File: config.mk
export PLATFORM = sky130hd
export DESIGN_NAME = systolic_seq
export DESIGN_NICKNAME = d
export VERILOG_FILES = /design/src/rtl/systolic_seq.sv
export SDC_FILE = /design/constraint.sdc
export NUM_CORES = 1
export LEC_CHECK = 0
export ABC_CLOCK_PERIOD_IN_PS = 2590
export BUFFER_PORTS_ARGS = -buffer_cell sky130_fd_sc_hd__clkbuf_2
export CAP_MARGIN = 15
export CORE_ASPECT_RATIO = 1.25
export CORE_MARGIN = 1
export CORE_UTILIZATION = 48
export CTS_CLUSTER_DIAMETER = 150
export DETAILED_ROUTE_END_ITERATION = 8
export GPL_TIMING_DRIVEN = 0
export PLACE_DENSITY = 0.85
export RECOVER_POWER = 100
export SETUP_SLACK_MARGIN = 0.05
export SLEW_MARGIN = 20
export SYNTH_ARGS = -nofsm -noshare
export SYNTH_HDL_FRONTEND = slang
export SYNTH_SLANG_ARGS = --single-unit
File: constraint.sdc
create_clock -name clk -period 2.59 [get_ports clk]
set_input_delay 0.1295 -clock clk [delete_from_list [all_inputs] [get_ports clk]]
set_output_delay 0.1295 -clock clk [all_outputs]
set_load 0.02 [all_outputs]
File: src/rtl/systolic_seq.sv
// systolic_seq: tile sequencer for the skew feed and LEN x LEN systolic array.
// One accepted start runs CLEAR -> STREAM (K reads) -> FLUSH (2*LEN-1 cycles)
// -> DONE. It drives only control strobes, the operand buffer read address and
// the optional performance counters.
// Optional feature: define SEQ_PERF_CNT_EN to build the busy-cycle and
// completed-tile counters; otherwise perf_cycles/perf_tiles are tied to 0.
module systolic_seq #(
    parameter int LEN   = 2,
    parameter int DEP   = 2,
    parameter int K_MAX = 256,
    parameter int AW    = $clog2(K_MAX)
) (
    input  logic          clk,
    input  logic          rst_n,
    input  logic          start,
    input  logic          abort,
    input  logic [AW:0]   k_len,
    output logic          busy,
    output logic          done,
    output logic          acc_clr,
    output logic          rd_en,
    output logic [AW-1:0] rd_addr,
    output logic          feed_en,
    output logic          feed_zero,
    output logic [31:0]   perf_cycles,
    output logic [31:0]   perf_tiles
);

    // Flush length: zeros must travel through the skew and the full array.
    localparam int F  = 2 * LEN - 1;
    localparam int FW = (F > 1) ? $clog2(F) : 1;
    localparam logic [AW:0]   K_MAX_V  = (AW + 1)'(K_MAX);
    localparam logic [FW-1:0] F_LAST_V = FW'(F - 1);

    // Reject meaningless geometry at elaboration time.
    if (LEN < 1 || DEP < 1 || K_MAX < 1) begin : g_param_check
        $error("systolic_seq: LEN, DEP and K_MAX must all be at least 1");
    end

    typedef enum logic [2:0] {
        S_IDLE,
        S_CLEAR,
        S_STREAM,
        S_FLUSH,
        S_DONE
    } state_t;

    state_t        state_q, state_d;
    logic [AW:0]   k_q, k_d;
    logic [AW-1:0] rd_addr_q, rd_addr_d;
    logic [FW-1:0] flush_cnt_q, flush_cnt_d;
    logic          feed_en_q, feed_en_d;
    logic          feed_zero_q, feed_zero_d;
    logic          stream_last;

    // Last stream cycle: the current address is the final operand vector.
    assign stream_last = ({1'b0, rd_addr_q} == (k_q - 1'b1));

    // State register and registered control outputs.
    always_ff @(posedge clk or negedge rst_n) begin
        if (!rst_n) begin
            state_q     <= S_IDLE;
            k_q         <= '0;
            rd_addr_q   <= '0;
            flush_cnt_q <= '0;
            feed_en_q   <= 1'b0;
            feed_zero_q <= 1'b0;
        end else begin
            state_q     <= state_d;
            k_q         <= k_d;
            rd_addr_q   <= rd_addr_d;
            flush_cnt_q <= flush_cnt_d;
            feed_en_q   <= feed_en_d;
            feed_zero_q <= feed_zero_d;
        end
    end

    // Next-state logic; abort overrides every non-idle transition.
    always_comb begin
        state_d     = state_q;
        k_d         = k_q;
        rd_addr_d   = rd_addr_q;
        flush_cnt_d = flush_cnt_q;
        case (state_q)
            S_IDLE: begin
                if (start && !abort) begin
                    if (k_len == '0) begin
                        state_d = S_DONE;
                    end else begin
                        state_d = S_CLEAR;
                        k_d     = (k_len > K_MAX_V) ? K_MAX_V : k_len;
                    end
                end
            end
            S_CLEAR: begin
                state_d   = S_STREAM;
                rd_addr_d = '0;
            end
            S_STREAM: begin
                if (stream_last) begin
                    state_d     = S_FLUSH;
                    flush_cnt_d = '0;
                end else begin
                    rd_addr_d = rd_addr_q + 1'b1;
                end
            end
            S_FLUSH: begin
                if (flush_cnt_q == F_LAST_V) begin
                    state_d = S_DONE;
                end else begin
                    flush_cnt_d = flush_cnt_q + 1'b1;
                end
            end
            S_DONE: begin
                state_d = S_IDLE;
            end
            default: begin
                state_d = S_IDLE;
            end
        endcase
        if (abort && state_q != S_IDLE) begin
            state_d   = S_IDLE;
            rd_addr_d = rd_addr_q;
        end
    end

    // Feed enables lag the state by one cycle to line up with read latency.
    always_comb begin
        feed_en_d   = !abort && (state_q == S_STREAM || state_q == S_FLUSH);
        feed_zero_d = !abort && (state_q == S_FLUSH);
    end

    assign busy      = (state_q != S_IDLE);
    assign done      = (state_q == S_DONE);
    assign acc_clr   = (state_q == S_CLEAR);
    assign rd_en     = (state_q == S_STREAM);
    assign rd_addr   = rd_addr_q;
    assign feed_en   = feed_en_q;
    assign feed_zero = feed_zero_q;

`ifdef SEQ_PERF_CNT_EN
    logic [31:0] busy_cnt_q, busy_cnt_d;
    logic [31:0] perf_cycles_q, perf_cycles_d;
    logic [31:0] perf_tiles_q, perf_tiles_d;

    // Performance counter registers.
    always_ff @(posedge clk or negedge rst_n) begin
        if (!rst_n) begin
            busy_cnt_q    <= '0;
            perf_cycles_q <= '0;
            perf_tiles_q  <= '0;
        end else begin
            busy_cnt_q    <= busy_cnt_d;
            perf_cycles_q <= perf_cycles_d;
            perf_tiles_q  <= perf_tiles_d;
        end
    end

    // Busy cycles restart from zero in IDLE; DONE publishes total incl. itself.
    always_comb begin
        busy_cnt_d    = (state_q == S_IDLE) ? 32'd0 : busy_cnt_q + 32'd1;
        perf_cycles_d = perf_cycles_q;
        perf_tiles_d  = perf_tiles_q;
        if (state_q == S_DONE) begin
            perf_cycles_d = busy_cnt_q + 32'd1;
            perf_tiles_d  = perf_tiles_q + 32'd1;
        end
    end

    assign perf_cycles = perf_cycles_q;
    assign perf_tiles  = perf_tiles_q;
`else
    assign perf_cycles = 32'd0;
    assign perf_tiles  = 32'd0;
`endif

endmodule

* Yosys cells after proc, flatten, opt, wreduce, memory -nomap -nowiden
Cells that the tools add are included.
Storage, ports and cells: register bits 24, output and inout bits 78, logic and storage cells 51
Cells by class: $add $sub $neg 3, $lt $le $gt $ge 1, eq/ne operators 12, muxes and demuxes 12, bitwise gates (word level) 2, reductions and logical operators 15
Operators by type and width (count):
- $pmux 8 s2 | 1
- $mux 3 | 5
- $pmux 3 s4 | 1
- $reduce_and 3->1 | 4
- $eq 8x9->1 | 1
- $gt 9x9->1 const B | 1
- $logic_not 9->1 | 1
- $mux 9 | 1
- $sub 9x1->9 const B | 1
- $add 8x1->8 const B | 1
- $mux 8 | 1
- $eq 3x2->1 const B | 2
- $ne 3x3->1 const B | 2
- $logic_and 1x1->1 | 4
- $mux 2 | 2
- $ne 2x2->1 const B | 2
- $pmux 2 s2 | 1
- $reduce_bool 2->1 | 2
- $eq 3x1->1 const B | 1
- $eq 3x3->1 const B | 1
- $logic_not 3->1 | 1
- $ne 3x1->1 const B | 1
- $reduce_bool 3->1 | 1
- $add 2x1->2 const B | 1
- 5 further kinds | 6

* Depth between registers and ports, before layout
Gate-level depths: netlist of the first run.
depth after elaboration 5, gate-level depth with buffers 9, gate-level depth less buffers 9

* Worst setup path after synthesis of the first run
Ideal clock, no wire load.
kind reg2reg, start point register k_q[3], end point register flush_cnt_q[0], library setup time 0.126 ns, data arrival time 2.129 ns, data required time 2.464 ns, setup slack 0.335 ns, stages on the path, launching flop included 9, path buffers 1, clock period less this slack 2.255 ns, path through dfrtp_1 buf_6 or3_1 nor2_1 mux2_2 o221ai_2 nand2_2 a21o_1 o2bb2ai_1
Between the ends: word-level cells in the longest chain between the ends 4
RTL lines:
- start, declared | RTL line 49 | logic [AW:0] k_q, k_d;
- start signal, assigned | RTL line 70 | k_q <= k_d;
- $sub 9x1->9 | RTL line 57 | assign stream_last = ({1'b0, rd_addr_q} == (k_q - 1'b1));
- $eq 8x9->1 | RTL line 57
- $ne 2x1->1 (no source line)
- $reduce_and 3->1 (no source line)
- end signal, assigned | RTL line 72 | flush_cnt_q <= flush_cnt_d;
- end, declared | RTL line 51 | logic [FW-1:0] flush_cnt_q, flush_cnt_d;
No other way between the ends. A chain may end at the register's enable or synchronous reset.

* Final worst setup path of the first run
Ends and elaborated chain as after synthesis.

==> impl_metrics.ini, run 1 <==
[synth]
synthTopCellsByCount = 65 x sky130_fd_sc_hd__buf_4, 24 x sky130_fd_sc_hd__dfrtp_1, 21 x sky130_fd_sc_hd__nand2_1
largest_cells_by_area_after_synthesis = sky130_fd_sc_hd__dfrtp_1 29%, sky130_fd_sc_hd__buf_4 24%, sky130_fd_sc_hd__nand2b_1 4.9%
yosys_most_used_dff = sky130_fd_sc_hd__dfrtp_1
yosys.cell_types.count = 44
ys_ff_latch = 24
synth_enable_flop_cells = 0
synth_seq_area_share_pct = 29.27
post-synth-top-count-cell = sky130_fd_sc_hd__buf_4
syn_area_sq_um = 2052
synthDominantAreaCellType = sky130_fd_sc_hd__dfrtp_1
synth_top_area_share_pct = 29.27
synth_async_sr_flop_share_pct = 100.0
yosysWarningCount = 0
post_synth_inst_count = 242
syn-mean-instance-area_sq_um = 8.479

[timing]
final-setup-viol-count = 0
layout_worst_path_cycle_share_pct = 94.03
drv_slew = 0
grt_setup_unrepaired = false
fmax_mhz = 410.6
fin_worst_hold_slack_ns = 0.09544
tightestPinTransition_ns = 1.292
timing.slew.headroom_pct = 13.89
final.min_clock_period_ns = 2.435
skew_ns = 0.002140
setup-tns-final_ns = 0
final-hold-violation-count = 0

[power]
p_per_area_nw_per_um2 = 553.4
leakagePower_nw = 1.378
peak_ir_drop_on_the_vdd_network_mv = 0.2960

[floorplanning]
die-area_sq_um = 4542
floorplan.initialDensity_pct = 50.06
core_sq_um = 4099
die_y_um = 75.10
rows = 26
io-pin-count = 91
die-width_um = 60.48

[worst_setup_path]
reg2reg_setup_slack_ns = 0.15
delay_of_the_slowest_cell_on_the_worst_path_ns = 0.41
worst_r2r_path_depth = 8
critical-path-slowest-cell = sky130_fd_sc_hd__or3_1
cp-end-kind = flop
timing.setup.critical_path_class = flop to flop
startpoint = k_q[3]
critical_path.cell_chain = buf_6 -> or3_1 -> nor2_2 -> mux2_2 -> o221ai_2 -> nand2_1 -> a21o_1 -> o2bb2ai_1
critical_path.reg2reg.startpoint = k_q[3]
required_ns = 2.74
critical_path.max_fanout = 9
critical_path.endpoint = flush_cnt_q[0]
worstReg2RegEnd = flush_cnt_q[0]
worstSetupStartpointType = flop
timing.critical_path.arrival_ns = 2.59

[grt]
grt_max_degree = 25
grt_antenna_before_repair = 0
grt.overflow.total = 0
globalRouteTotalUtil_pct = 18.15
grt_pass1_wl_mm = 6.292
first_global_vias = 1513

[clock_tree]
cts_htree_levels = 1
cts_post_setup_buffers_inserted = 0
cts.sinks = 24
cts_buffer_depth = 2
clock_tree.root_cell = sky130_fd_sc_hd__clkbuf_8
tritoncts = yes
cts_buffers = 3
insertion_delay_of_the_later_clocked_pin_in_the_worst_skew_pair_ns = 0.27
cts.clk_slew.worst_paths_ns = 0.09

[worst_hold_path]
min-delay-start = k_len[6]
min_path_cells = 3
worst_hold_path_type = input pin to flop

[status]
status = finished clean

[final_layout]
final_core_util_pct = 61.75
syn2layout_area_growth_pct = 23.35
layout-drive-gt1-share_pct = 28.36
num_antenna_cells = 0
finish.net_count = 352
layout.cell_area.non_filler_sq_um = 2531

[detailed_routing]
num_vias = 1730
avgViaCountPerCell = 4.425
drt-wirelength-per-cell_um = 9.875
drt_first_iter_violations = 48
first_pass_iters = 4
antenna_violating_nets_post_route = 0
drc_errors = 0
routed_wirelength_mm = 3.861

[placed_design]
post_dp_cell_area_sq_um = 2484
gpl.final_weighted_congestion = 0.8675
io_buffer_count = 25
dp_hpwl_mm = 3.113

[job]
max_cap_violations = 0
## state kept, by name (all words and copies together), names as in the netlist
signal,count
k_q,9
rd_addr,8
state_q,3
flush_cnt_q,2
feed_en,1
feed_zero,1
## repair_timing
item | CTS | global route
gates resized for setup | 0 | 1
setup endpoints to repair | 0 | 6
hold buffers | 1 | 0
hold endpoints to repair | 24 | 0
## per-layer routing
metal  vias up  share of wire (%)  track usage (%)
li1        879                  -                -
met1       764                 40            20.88
met2        76                 51            33.09
met3        11                6.6            2.234
met4         0                2.6            8.081
met5         -                  0                0
## layout make-up
class                           instances  area [sq um]
Multi-Input combinational cell        204          1139
Inverter                                6         22.52
Tap cell                               56         70.07
Timing Repair Buffer                   26         117.6
Clock buffer                            4         55.05
Buffer                                 71         526.8
Fill cell                             381          1568
Sequential cell                        24         600.6
## metrics by stage
| step | worst slack, ns | std cells | power, mW |
|---|---|---|---|
| 6_report | 0.1547 | 391 | 1.401 |
| 5_1_grt | 0.06741 | 391 | 1.497 |
| 4_1_cts | 0.1215 | 391 | 1.407 |
| 3_5_place_dp | 0.1430 | 386 | 1.147 |
| 3_3_place_gp | 0.2248 | 386 | 1.115 |
| 2_1_floorplan | 0.3347 | 305 | 1.016 |
## cell usage in the layout, fill, tap and decap left out, drive strengths merged, types with 2 or more instances in the layout
cell type | synthesis | routed
and3 | 3 | 3
mux2i | 6 | 6
buf | 67 | 67
o21ai | 11 | 11
nand3b | 2 | 2
conb | 1 | 64
or3 | 4 | 4
dfrtp | 24 | 24
a31oi | 2 | 2
and2 | 2 | 2
nand2b | 16 | 16
ha | 3 | 3
a21o | 2 | 2
a21oi | 5 | 5
inv | 6 | 6
xor2 | 3 | 3
nor2 | 15 | 15
nor3 | 7 | 7
o2bb2ai | 2 | 2
mux2 | 2 | 2
nor4 | 2 | 2
clkbuf | 4 | 33
o221ai | 2 | 2
xnor2 | 4 | 4
or2 | 2 | 2
nand2 | 22 | 22
nand4 | 6 | 6
nand3 | 8 | 8
## power breakdown
| group | switching [mW] | internal (mW) |
|---|---|---|
| Sequential | 0.0902 | 0.438 |
| Clock | 0.126 | 0.136 |
| Combinational | 0.357 | 0.254 |
## worst min path at each step
stage	end	slack, ns
global route	k_q[3]	0.11
floorplan	feed_en	-0.17
global placement	rd_addr[2]	0.16
detailed placement	feed_zero	0.18
finish	k_q[6]	0.1
CTS	feed_en	0.09
## kinds of logic (layout without fill, tap and decap cells)
group / Yosys count / after routing / share of synthesized area [%]
compound gates: 31 / 31 / 11.16
xor+xnor: 7 / 7 / 2.988
fa+ha+maj: 3 / 3 / 1.829
buf+inv: 77 / 107 / 26.77
flops: 24 / 24 / 29.27
mux: 8 / 8 / 4.024
other cells: 1 / 64 / 0.1828
simple gates: 91 / 91 / 23.78
## worst max-delay path, delay by kind of cell, from the launching register on
family | cells | cell delay (ns)
AO/OA/AOI/OAI | 3 | 0.65
buffers and inverters | 1 | 0.13
flip-flops | 1 | 0.38
multiplexers | 1 | 0.37
AND/OR/NAND/NOR | 3 | 0.79
(Power assumes the default switching activity.)
==> run 2, diff against run 1 <==
--- a/config.mk
+++ b/config.mk
@@ -5,7 +5,8 @@
 export SDC_FILE = /design/constraint.sdc
 export NUM_CORES = 1
 export LEC_CHECK = 0
-export ABC_CLOCK_PERIOD_IN_PS = 2590
+export ABC_AREA = 1
+export ABC_CLOCK_PERIOD_IN_PS = 2400
 export BUFFER_PORTS_ARGS = -buffer_cell sky130_fd_sc_hd__clkbuf_2
 export CAP_MARGIN = 15
 export CORE_ASPECT_RATIO = 1.25
==> constraint.sdc (replaced) <==
create_clock -name clk -period 2.4 [get_ports clk]
set_input_delay 0.12 -clock clk [delete_from_list [all_inputs] [get_ports clk]]
set_output_delay 0.12 -clock clk [all_outputs]
set_load 0.02 [all_outputs]
==> run 2 against run 1 <==
Combinational power rose by 110%. Worst setup slack improved by 0.21 ns. Largest cell class unchanged. Utilization rose by 0.55 points. Largest power group unchanged. Via count rose by 6.0%. Sequential cell count did not move. Global-route usage rose by 0.23 points. Final cell count rose by 14%. Synthesized cell count rose by 22%. Final area rose by 0.89%. Critical path depth rose by 6. Clock power rose by 34%. Clock-buffer cell count fell by 1.
==> impl_metrics.ini, run 2 <==
[timing]
grt_setup_unrepaired = false
final.min_clock_period_ns = 2.039
final-setup-viol-count = 0
fin_worst_hold_slack_ns = 0.04441
skew_ns = 0.003707
fmax_mhz = 490.4
final-hold-violation-count = 0
tightestPinTransition_ns = 1.298
drv_slew = 0
layout_worst_path_cycle_share_pct = 84.97
timing.slew.headroom_pct = 13.50
setup-tns-final_ns = 0
final_critical_path_setup_slack_ns = 0.3607

[detailed_routing]
drc_errors = 0
drt-wirelength-per-cell_um = 8.643
routed_wirelength_mm = 3.855
num_vias = 1833
antenna_violating_nets_post_route = 0
drt_first_iter_violations = 33
avgViaCountPerCell = 4.110
first_pass_iters = 6

[floorplanning]
floorplan.initialDensity_pct = 50.37
io-pin-count = 91
rows = 26
die-area_sq_um = 4569
core_sq_um = 4099
die-width_um = 60.66
die_y_um = 75.33

[power]
leakagePower_nw = 1.488
peak_ir_drop_on_the_vdd_network_mv = 0.4874
p_per_area_nw_per_um2 = 881.4

[placed_design]
dpl_ws_ns = 0.4256
gpl.final_weighted_congestion = 0.8798
io_buffer_count = 26
dp_hpwl_mm = 3.187
dpl.cell_count = 441

[worst_setup_path]
timing.critical_path.arrival_ns = 2.19
reg2reg_setup_slack_ns = 0.36
delay_of_the_slowest_cell_on_the_worst_path_ns = 0.37
critical-path-slowest-cell = sky130_fd_sc_hd__dfrtp_1
worstSetupStartpointType = flop
critical_path.max_fanout = 10
required_ns = 2.55
timing.setup.critical_path_class = flop to flop
critical_path.cell_chain = inv_1 -> ha_1 -> inv_1 -> nand2_1 -> nand2_1 -> nor2_1 -> nand2_1 -> nor2_1 -> nand3_1 -> nor2_1 -> nand3_2 -> nand2_4 -> buf_8 -> o21ai_0
cp-end-kind = flop

[synth]
syn_area_sq_um = 2064
largest_cells_by_area_after_synthesis = sky130_fd_sc_hd__dfrtp_1 29%, sky130_fd_sc_hd__buf_4 23%, sky130_fd_sc_hd__nand2_1 13%
syn-mean-instance-area_sq_um = 6.975
synth_enable_flop_cells = 0
post_synth_inst_count = 296
synth_async_sr_flop_share_pct = 100.0
ys_ff_latch = 24
synth_seq_area_share_pct = 29.09
synthDominantAreaCellType = sky130_fd_sc_hd__dfrtp_1
yosys_most_used_dff = sky130_fd_sc_hd__dfrtp_1
yosysWarningCount = 0
synthTopCellsByCount = 70 x sky130_fd_sc_hd__nand2_1, 64 x sky130_fd_sc_hd__buf_4, 33 x sky130_fd_sc_hd__inv_1
synth_top_area_share_pct = 29.09
post-synth-top-count-cell = sky130_fd_sc_hd__nand2_1
yosys.cell_types.count = 30

[worst_hold_path]
worst_hold_path_type = input pin to flop

[clock_tree]
insertion_delay_of_the_later_clocked_pin_in_the_worst_skew_pair_ns = 0.27
cts_buffers = 3
clock_tree.root_cell = sky130_fd_sc_hd__clkbuf_8
cts_buffer_depth = 2
cts_repair_resize_count = 0
cts.clk_slew.worst_paths_ns = 0.08
tritoncts = yes
cts.sinks = 24
cts_htree_levels = 1

[grt]
grt_max_degree = 25
globalRouteTotalUtil_pct = 18.38
grt_pass1_wl_mm = 6.423
grt.overflow.total = 0
grt_antenna_before_repair = 0
first_global_vias = 1599

[final_layout]
largest_register_ffs = 9
syn2layout_area_growth_pct = 23.70
mostFrequentLayoutCell = sky130_fd_sc_hd__nand2_1
instances_no_fill = 446
num_antenna_cells = 0
final_core_util_pct = 62.30
layout_common_cells = 71 x sky130_fd_sc_hd__nand2_1, 64 x sky130_fd_sc_hd__buf_4, 64 x sky130_fd_sc_hd__conb_1
layout-drive-gt1-share_pct = 24.62
finish.net_count = 407
registers.top_by_ff_count = k_q

[job]
max_cap_violations = 0

[status]
status = finished clean
run 2: cell count changes in the layout (fill, tap and decap cells not counted), moves of 5 or more:
| cell | before | now |
|---|---|---|
| sky130_fd_sc_hd__mux2i_1 | 6 | 0 |
| sky130_fd_sc_hd__nand2_1 | 22 | 71 |
| sky130_fd_sc_hd__inv_1 | 6 | 33 |
| sky130_fd_sc_hd__nor2_1 | 14 | 24 |
| sky130_fd_sc_hd__nand3_1 | 7 | 22 |
| sky130_fd_sc_hd__nand2b_1 | 16 | 0 |
| sky130_fd_sc_hd__o21ai_0 | 11 | 16 |
run 2: critical path, delay by kind of cell (launching register included):
kind            cells  cell delay (ns)
simple gates        9             0.87
flops               1             0.37
buf+inv             3             0.27
compound gates      1             0.09
fa+ha+maj           1             0.32
run 2: final timing paths:
| kind | startpoint | end | depth (start not counted) |
|---|---|---|---|
| max in group asynchronous | rst_n | flush_cnt_q[0] | 2 |
| worst max-delay path | k_q[0] | rd_addr[1] | 14 |
| worst min-delay path | abort | feed_zero | 2 |
| worst max register to register | k_q[0] | rd_addr[1] | 14 |
| worst min register to register | flush_cnt_q[1] | flush_cnt_q[1] | 2 |
| min in group asynchronous | rst_n | k_q[8] | 2 |
run 2: cell families after synthesis:
group | Yosys count | synth area share, %
AND/OR/NAND/NOR | 139 | 30.12
buffers and inverters | 102 | 30.79
flip-flops | 24 | 29.09
AO/OA/AOI/OAI | 22 | 5.879
XOR/XNOR | 5 | 2.122
adder cells (fa/ha/maj) | 3 | 1.818
other | 1 | 0.1816
run 2: cell type report:
| class | count | area (sq um) |
|---|---|---|
| Sequential cell | 24 | 600.6 |
| Inverter | 34 | 127.6 |
| Timing Repair Buffer | 27 | 121.4 |
| Tap cell | 56 | 70.07 |
| Buffer | 68 | 508.0 |
| Clock inverter | 1 | 30.03 |
| Clock buffer | 3 | 41.29 |
| Fill cell | 390 | 1545 |
| Multi-Input combinational cell | 233 | 1055 |
run 2: what timing repair did:
item,4_1_cts,5_1_grt
buffers inserted,0,0
endpoints found under the hold margin,24,0
hold buffers,1,0
run 2: routing by layer:
metal	global-route usage, %	up-vias	wire [um]
met5	0	-	0
met4	6.818	0	75
met3	2.207	7	185
met2	35.04	54	2091
met1	20.54	793	1503
li1	-	979	-
run 2: where the power goes:
group	internal (mW)	total [mW]	switching [mW]
clock	0.223	0.352	0.128
combinational	0.452	1.26	0.808
sequential	0.521	0.639	0.119
total	1.20	2.25	1.06
run 2: through the flow:
step           cell area, sq um  total power [mW]
2_1_floorplan              2301             1.675
3_3_place_gp               2501             1.885
3_5_place_dp               2501             1.919
4_1_cts                    2582             2.279
5_1_grt                    2554             2.476
6_report                   2554             2.251
